==> src/rtl/frame_loader_sdram.sv <==
// Streams 8-bit grey pixels into 16-bit SDRAM words for one frame slot.
// Optional oCHECKSUM output is enabled by defining FRAME_LOADER_CHECKSUM_EN.
module frame_loader_sdram #(
    parameter int unsigned H_ACTIVE        = 1024,
    parameter int unsigned V_ACTIVE        = 768,
    parameter int unsigned FRAME_ADDR_BITS = 19
) (
    input  logic        iCLK,
    input  logic        iRST_N,
    input  logic        iSTART,
    input  logic        iABORT,
    input  logic [5:0]  iFRAME_ID,
    input  logic [7:0]  iPIX_DATA,
    input  logic        iPIX_VALID,
    output logic        oPIX_READY,
    input  logic        iWAIT_REQUEST,
    output logic        oWR_EN,
    output logic [24:0] oWR_ADDR,
    output logic [15:0] oWR_DATA,
    output logic        oBUSY,
    output logic        oDONE
`ifdef FRAME_LOADER_CHECKSUM_EN
    ,
    output logic [15:0] oCHECKSUM
`endif
);

    localparam int unsigned ADDR_W      = 25;
    localparam int unsigned DATA_W      = 16;
    localparam int unsigned ID_W        = 6;
    localparam int unsigned FRAME_WORDS = H_ACTIVE * V_ACTIVE / 2;
    localparam logic [FRAME_ADDR_BITS-1:0] LAST_WORD = FRAME_ADDR_BITS'(FRAME_WORDS - 1);

    localparam logic [1:0] ST_IDLE  = 2'd0;
    localparam logic [1:0] ST_FILL  = 2'd1;
    localparam logic [1:0] ST_WRITE = 2'd2;
    localparam logic [1:0] ST_DONE  = 2'd3;

    logic [1:0]                 state;
    logic [1:0]                 state_d;
    logic [ID_W-1:0]            frame_id_q;
    logic [FRAME_ADDR_BITS-1:0] word_count;
    logic                       pair_hi;
    logic                       start_acc;
    logic                       pix_acc;
    logic                       wr_acc;
    logic                       abort_acc;
    logic                       last_word_c;

    // Saturating at the slot end keeps writes inside the slot even if the frame is oversized.
    assign last_word_c = (word_count == LAST_WORD) || (&word_count);

    // Next-state and handshake decode
    always_comb begin
        state_d   = state;
        start_acc = 1'b0;
        pix_acc   = 1'b0;
        wr_acc    = 1'b0;
        abort_acc = 1'b0;
        case (state)
            ST_IDLE, ST_DONE: begin
                if (iSTART && !iABORT) begin
                    start_acc = 1'b1;
                    state_d   = ST_FILL;
                end
            end
            ST_FILL: begin
                if (iABORT) begin
                    abort_acc = 1'b1;
                    state_d   = ST_IDLE;
                end else if (iPIX_VALID && oPIX_READY) begin
                    pix_acc = 1'b1;
                    if (pair_hi) begin
                        state_d = ST_WRITE;
                    end
                end
            end
            ST_WRITE: begin
                if (iABORT) begin
                    abort_acc = 1'b1;
                    state_d   = ST_IDLE;
                end else if (!iWAIT_REQUEST) begin
                    wr_acc  = 1'b1;
                    state_d = last_word_c ? ST_DONE : ST_FILL;
                end
            end
            default: state_d = ST_IDLE;
        endcase
    end

    // State, datapath and registered outputs
    always_ff @(posedge iCLK) begin
        if (!iRST_N) begin
            state      <= ST_IDLE;
            frame_id_q <= '0;
            word_count <= '0;
            pair_hi    <= 1'b0;
            oPIX_READY <= 1'b0;
            oWR_EN     <= 1'b0;
            oWR_ADDR   <= '0;
            oWR_DATA   <= '0;
            oBUSY      <= 1'b0;
            oDONE      <= 1'b0;
        end else begin
            state      <= state_d;
            oPIX_READY <= (state_d == ST_FILL);
            oWR_EN     <= (state_d == ST_WRITE);
            oBUSY      <= (state_d == ST_FILL) || (state_d == ST_WRITE);
            oDONE      <= (state_d == ST_DONE);

            if (start_acc) begin
                frame_id_q <= iFRAME_ID;
                word_count <= '0;
                pair_hi    <= 1'b0;
            end

            if (abort_acc) begin
                pair_hi <= 1'b0;
            end

            if (pix_acc) begin
                pair_hi <= ~pair_hi;
                if (!pair_hi) begin
                    oWR_DATA[7:0] <= iPIX_DATA;
                end else begin
                    oWR_DATA[15:8] <= iPIX_DATA;
                    oWR_ADDR       <= ADDR_W'({frame_id_q, word_count});
                end
            end

            if (wr_acc) begin
                word_count <= word_count + FRAME_ADDR_BITS'(1);
            end
        end
    end

`ifdef FRAME_LOADER_CHECKSUM_EN
    // Running byte sum; no pixels are accepted in DONE, so it freezes there.
    always_ff @(posedge iCLK) begin
        if (!iRST_N) begin
            oCHECKSUM <= '0;
        end else if (start_acc) begin
            oCHECKSUM <= '0;
        end else if (pix_acc) begin
            oCHECKSUM <= oCHECKSUM + DATA_W'(iPIX_DATA);
        end
    end
`endif

endmodule
==> config.mk <==
export PLATFORM = sky130hd
export DESIGN_NAME = frame_loader_sdram
export DESIGN_NICKNAME = d
export VERILOG_FILES = /design/src/rtl/frame_loader_sdram.sv
export SDC_FILE = /design/constraint.sdc
export NUM_CORES = 1
export LEC_CHECK = 0
export CAP_MARGIN = 20
export CORE_AREA = 2 2 92 94
export CTS_BUF_LIST = sky130_fd_sc_hd__clkbuf_16
export DETAILED_ROUTE_END_ITERATION = 10
export DIE_AREA = 0 0 94 96
export GPL_TIMING_DRIVEN = 0
export PLACE_DENSITY = 0.64
export SLEW_MARGIN = 25
export SYNTH_ARGS = -nofsm -noshare
export SYNTH_HDL_FRONTEND = slang
export SYNTH_SLANG_ARGS = --single-unit
==> constraint.sdc <==
create_clock -name iCLK -period 2.5 [get_ports iCLK]
set_input_delay 0.5 -clock iCLK [delete_from_list [all_inputs] [get_ports iCLK]]
set_output_delay 0.5 -clock iCLK [all_outputs]
set_load 0.005 [all_outputs]
==> summary.txt <==
Timing
  • Max Slew Vio Count: 0
  • Worst setup margin: 0.09338 ns
  • Slew @ Worst Pin: 1.021 ns
  • Max Fclk: 0.4155 GHz
  • Final setup vio count: 0
  • Final Hold Viols: 0
  • Relative slew slack: 31.78%
  • Layout Skew: 0.007802 ns
  • Setup tns final: 0 ns
  • Period minus WS final: 2.407 ns
  • Period utilisation layout: 96.26%

Critical path
  • FF-to-FF path depth: 7
  • Critical path buffer and inverter count: 0
  • Setup crit end: oPIX_READY
  • Req. time, crit path: 2.72 ns
  • WP depth: 7
  • Reg2reg start: word_count[0]
  • CP peak stage delay: 0.60 ns
  • Crit. Startpoint: word_count[0]
  • Crit-path cells: ha_1, nand3_2, a211o_1, or4b_1, and2_1, ha_1, and2_1
  • CP delay by family, top: simple AND/OR/NAND/NOR gates
  • Crit path DAT: 2.63 ns
  • Worst r2r dst: oPIX_READY
  • Crit path max-delay cell type: or4b_1
  • CP startpoint kind: flip-flop
  • Crit Path Category: reg2reg
  • Max FO, Critical Path: 6
  • R2R setup slack: 0.09 ns
  • Crit end category: flip-flop

Global routing
  • Met3 Track Usage GR: 2.819%
  • Number of global-route vias before repair: 2429
  • Total GRT Usage: 17.04%
  • Global routing usage on met2: 27.80%
  • Most crowded layer after global routing: met2
  • Largest net degree at the start of global routing: 13
  • Met1 usage: 22.39%
  • Initial antenna violation count: 0
  • Gr ovfl total: 0
  • Global-route wire length before repair: 11870 um

Place
  • RePlAce Congestion: 0.8455
  • IO buf count: 63
  • Post-DP HPWL: 5276 um
  • Place WS: -0.3950 ns
  • Dpl cells: 526

Clock network
  • Clock Sinks: 73
  • Root buf cell: clkbuf_16
  • Worst-path clk slew: 0.06 ns
  • H-tree Lvls: 3
  • CTS Buf Count: 9
  • CTS tree: yes
  • Worst-Skew Late Latency: 0.33 ns
  • Max clock buf depth: 2

Synthesis
  • Post-synthesis cell type count: 48
  • Seq/Total Area, Yosys: 46.28%
  • FFs w/ async S/R, synth: 0%
  • Post-synth EDFFs: 0
  • Yosys warnings: 0
  • Average cell area after synthesis: 8.821 um^2
  • #FFs+latches synth: 73
  • Most used DFF post-synth: dfxtp_1
  • Syn nets: 384
  • Mapped Cells: 358
  • Mapped cell area: 3158 um^2

Die
  • Rows: 33
  • Initial cell density of the core: 39.22%
  • IO Pins: 65
  • Width of the die: 94 um
  • Die area: 9024 um^2
  • Core area: 8051 um^2
  • Die height: 96 um

Power
  • PD cells: 626.7 nW/um^2
  • Clock network power share: 50.9%
  • Comb pwr share: 4.7%
  • Switch Pwr: 556.7 uW
  • P_int: 2.101 mW
  • P_leak: 1.434 nW
  • Reg power frac: 44.4%
  • Maximum VDD drop: 0.3215 mV
  • Switching part of the total: 20.95%

Detailed routing
  • Vias: 2711
  • Via density: 5.011
  • Drt pass-1 iters: 4
  • Post-DR wirelength/cell: 13.98 um
  • Post-route ant nets: 0
  • Routed WL: 7562 um
  • Initial drt markers: 127
  • Post-route DRC: 0

Run status
  • Status: complete, no violations

Finish
  • Fill cell count: 784
  • Non-Filler Instances: 541
  • Ratio of cells with drive above 1 in the final layout: 5.734%
  • Fin nets: 457
  • Antenna cell count: 0
  • P&R area growth vs syn: 34.27%

Flow run
  • Max Cap Violations: 0

Hold path
  • Hold WC Path Type: reg2reg
registers in the layout, summed over array words and instances, names as in the netlist:
| signal | cells |
|---|---|
| oDONE | 1 |
| oBUSY | 1 |
| state | 2 |
| frame_id_q | 6 |
| oWR_DATA | 16 |
| oPIX_READY | 1 |
| pair_hi | 1 |
| oWR_ADDR | 25 |
| word_count | 19 |
| oWR_EN | 1 |
timing repair:
item | 4_1_cts | 5_1_grt
setup endpoints to repair | 3 | 2
hold buffers | 0 | 0
resized for setup | 1 | 2
setup buffers | 0 | 0
per-layer routing:
metal / up-vias / share of wire [%]
li1: 1384 / -
met1: 1270 / 48
met2: 48 / 48
met3: 9 / 3.5
met4: 0 / 1.0
met5: - / 0
placed cells by master (no fill, tap or decap), types with 4 or more instances in the layout:
master            n
nand2_1          90
dfxtp_1          73
clkdlybuf4s50_1  63
a21boi_0         42
clkbuf_1         18
nor2b_1          14
mux2i_1          13
a21oi_1           9
clkbuf_16         9
nand3_1           8
and2_1            8
o21ai_0           8
inv_1             6
nor2_1            5
ha_1              5
nand2b_1          4
nand3b_1          4
o211ai_1          4
power groups by stage:
| stage | Combinational [mW] | Sequential (mW) | Clock, mW |
|---|---|---|---|
| floorplan | 0.0627 | 1.20 | 0 |
| global placement | 0.123 | 1.20 | 0 |
| detailed placement | 0.125 | 1.20 | 0 |
| CTS | 0.126 | 1.18 | 1.37 |
| global route | 0.138 | 1.18 | 1.42 |
| finish | 0.125 | 1.18 | 1.35 |
Yosys cell counts (all sizes together) (2+ instances only):
cell type  count  area, um^2
nand2         90       337.8
or4b           2       23.77
o21a           2       15.01
and4           2       17.52
clkbuf        20       76.32
nor4           2       27.53
inv            5       18.77
nand3b         4       30.03
a21oi          9       45.04
mux2i         13       130.1
and4b          3       30.03
dfxtp         73        1461
nand4          3       18.77
nor3b          2       15.01
o221ai         2       17.52
nand3          9       45.04
and2           8       50.05
and3           2       12.51
nand2b         4       25.02
or3b           2       20.02
buf            2       15.01
ha             6       75.07
nor3           2       10.01
a31o           2       17.52
nor2           5       18.77
o21ai          8       40.04
o211ai         4       30.03
o31ai          3       22.52
a21boi        43       322.8
nor2b         14       87.58
layout make-up:
type	count	area, um^2	area share (%)
sequential	73	1461	34.46
tap	105	131.4	3.098
buffer	21	87.58	2.066
clock buffer	9	225.2	5.311
timing repair buffer	63	630.6	14.87
multi-input combinational	258	1599	37.71
clock inverter	7	86.33	2.036
inverter	5	18.77	0.4426
worst reg2reg max path, delay by kind of cell (launching register included):
family | cells | cell delay (ns)
compound gates | 1 | 0.33
fa+ha+maj | 2 | 0.40
flops | 1 | 0.42
simple gates | 4 | 1.15
metrics by stage:
stage / power [mW] / area (um^2) / util (%) / hold WS, ns
floorplan: 1.266 / 3158 / - / 0.4412
global placement: 1.328 / 3920 / 48.69 / 0.4489
detailed placement: 1.330 / 3920 / 48.69 / 0.4576
CTS: 2.679 / 4233 / 52.57 / 0.4655
global route: 2.737 / 4240 / 52.67 / 0.4756
finish: 2.657 / 4240 / 52.67 / 0.4603
cell families (layout without fill, tap and decap cells):
group                      Yosys count  after routing  share of synthesized area, %
and+or+nand+nor                    158            158                         25.40
AOI/OAI and AO/OA                   81             81                         18.34
DFF                                 73             73                         46.28
buffers and inverters               27            105                         3.486
muxes                               13             13                         4.120
adders and majority gates            6              6                         2.377
worst min-delay path by stage:
stage	depth (start not counted)	slack (ns)	to	start
6_report	2	0.46	oWR_ADDR[9]	oWR_ADDR[9]
5_1_grt	2	0.48	oWR_ADDR[9]	oWR_ADDR[9]
4_1_cts	2	0.47	oWR_ADDR[9]	oWR_ADDR[9]
3_5_place_dp	2	0.46	oWR_ADDR[2]	oWR_ADDR[2]
3_3_place_gp	2	0.45	oWR_ADDR[23]	frame_id_q[4]
2_1_floorplan	2	0.44	oWR_ADDR[19]	frame_id_q[0]
Note: power is estimated with default switching activity, not from simulation.
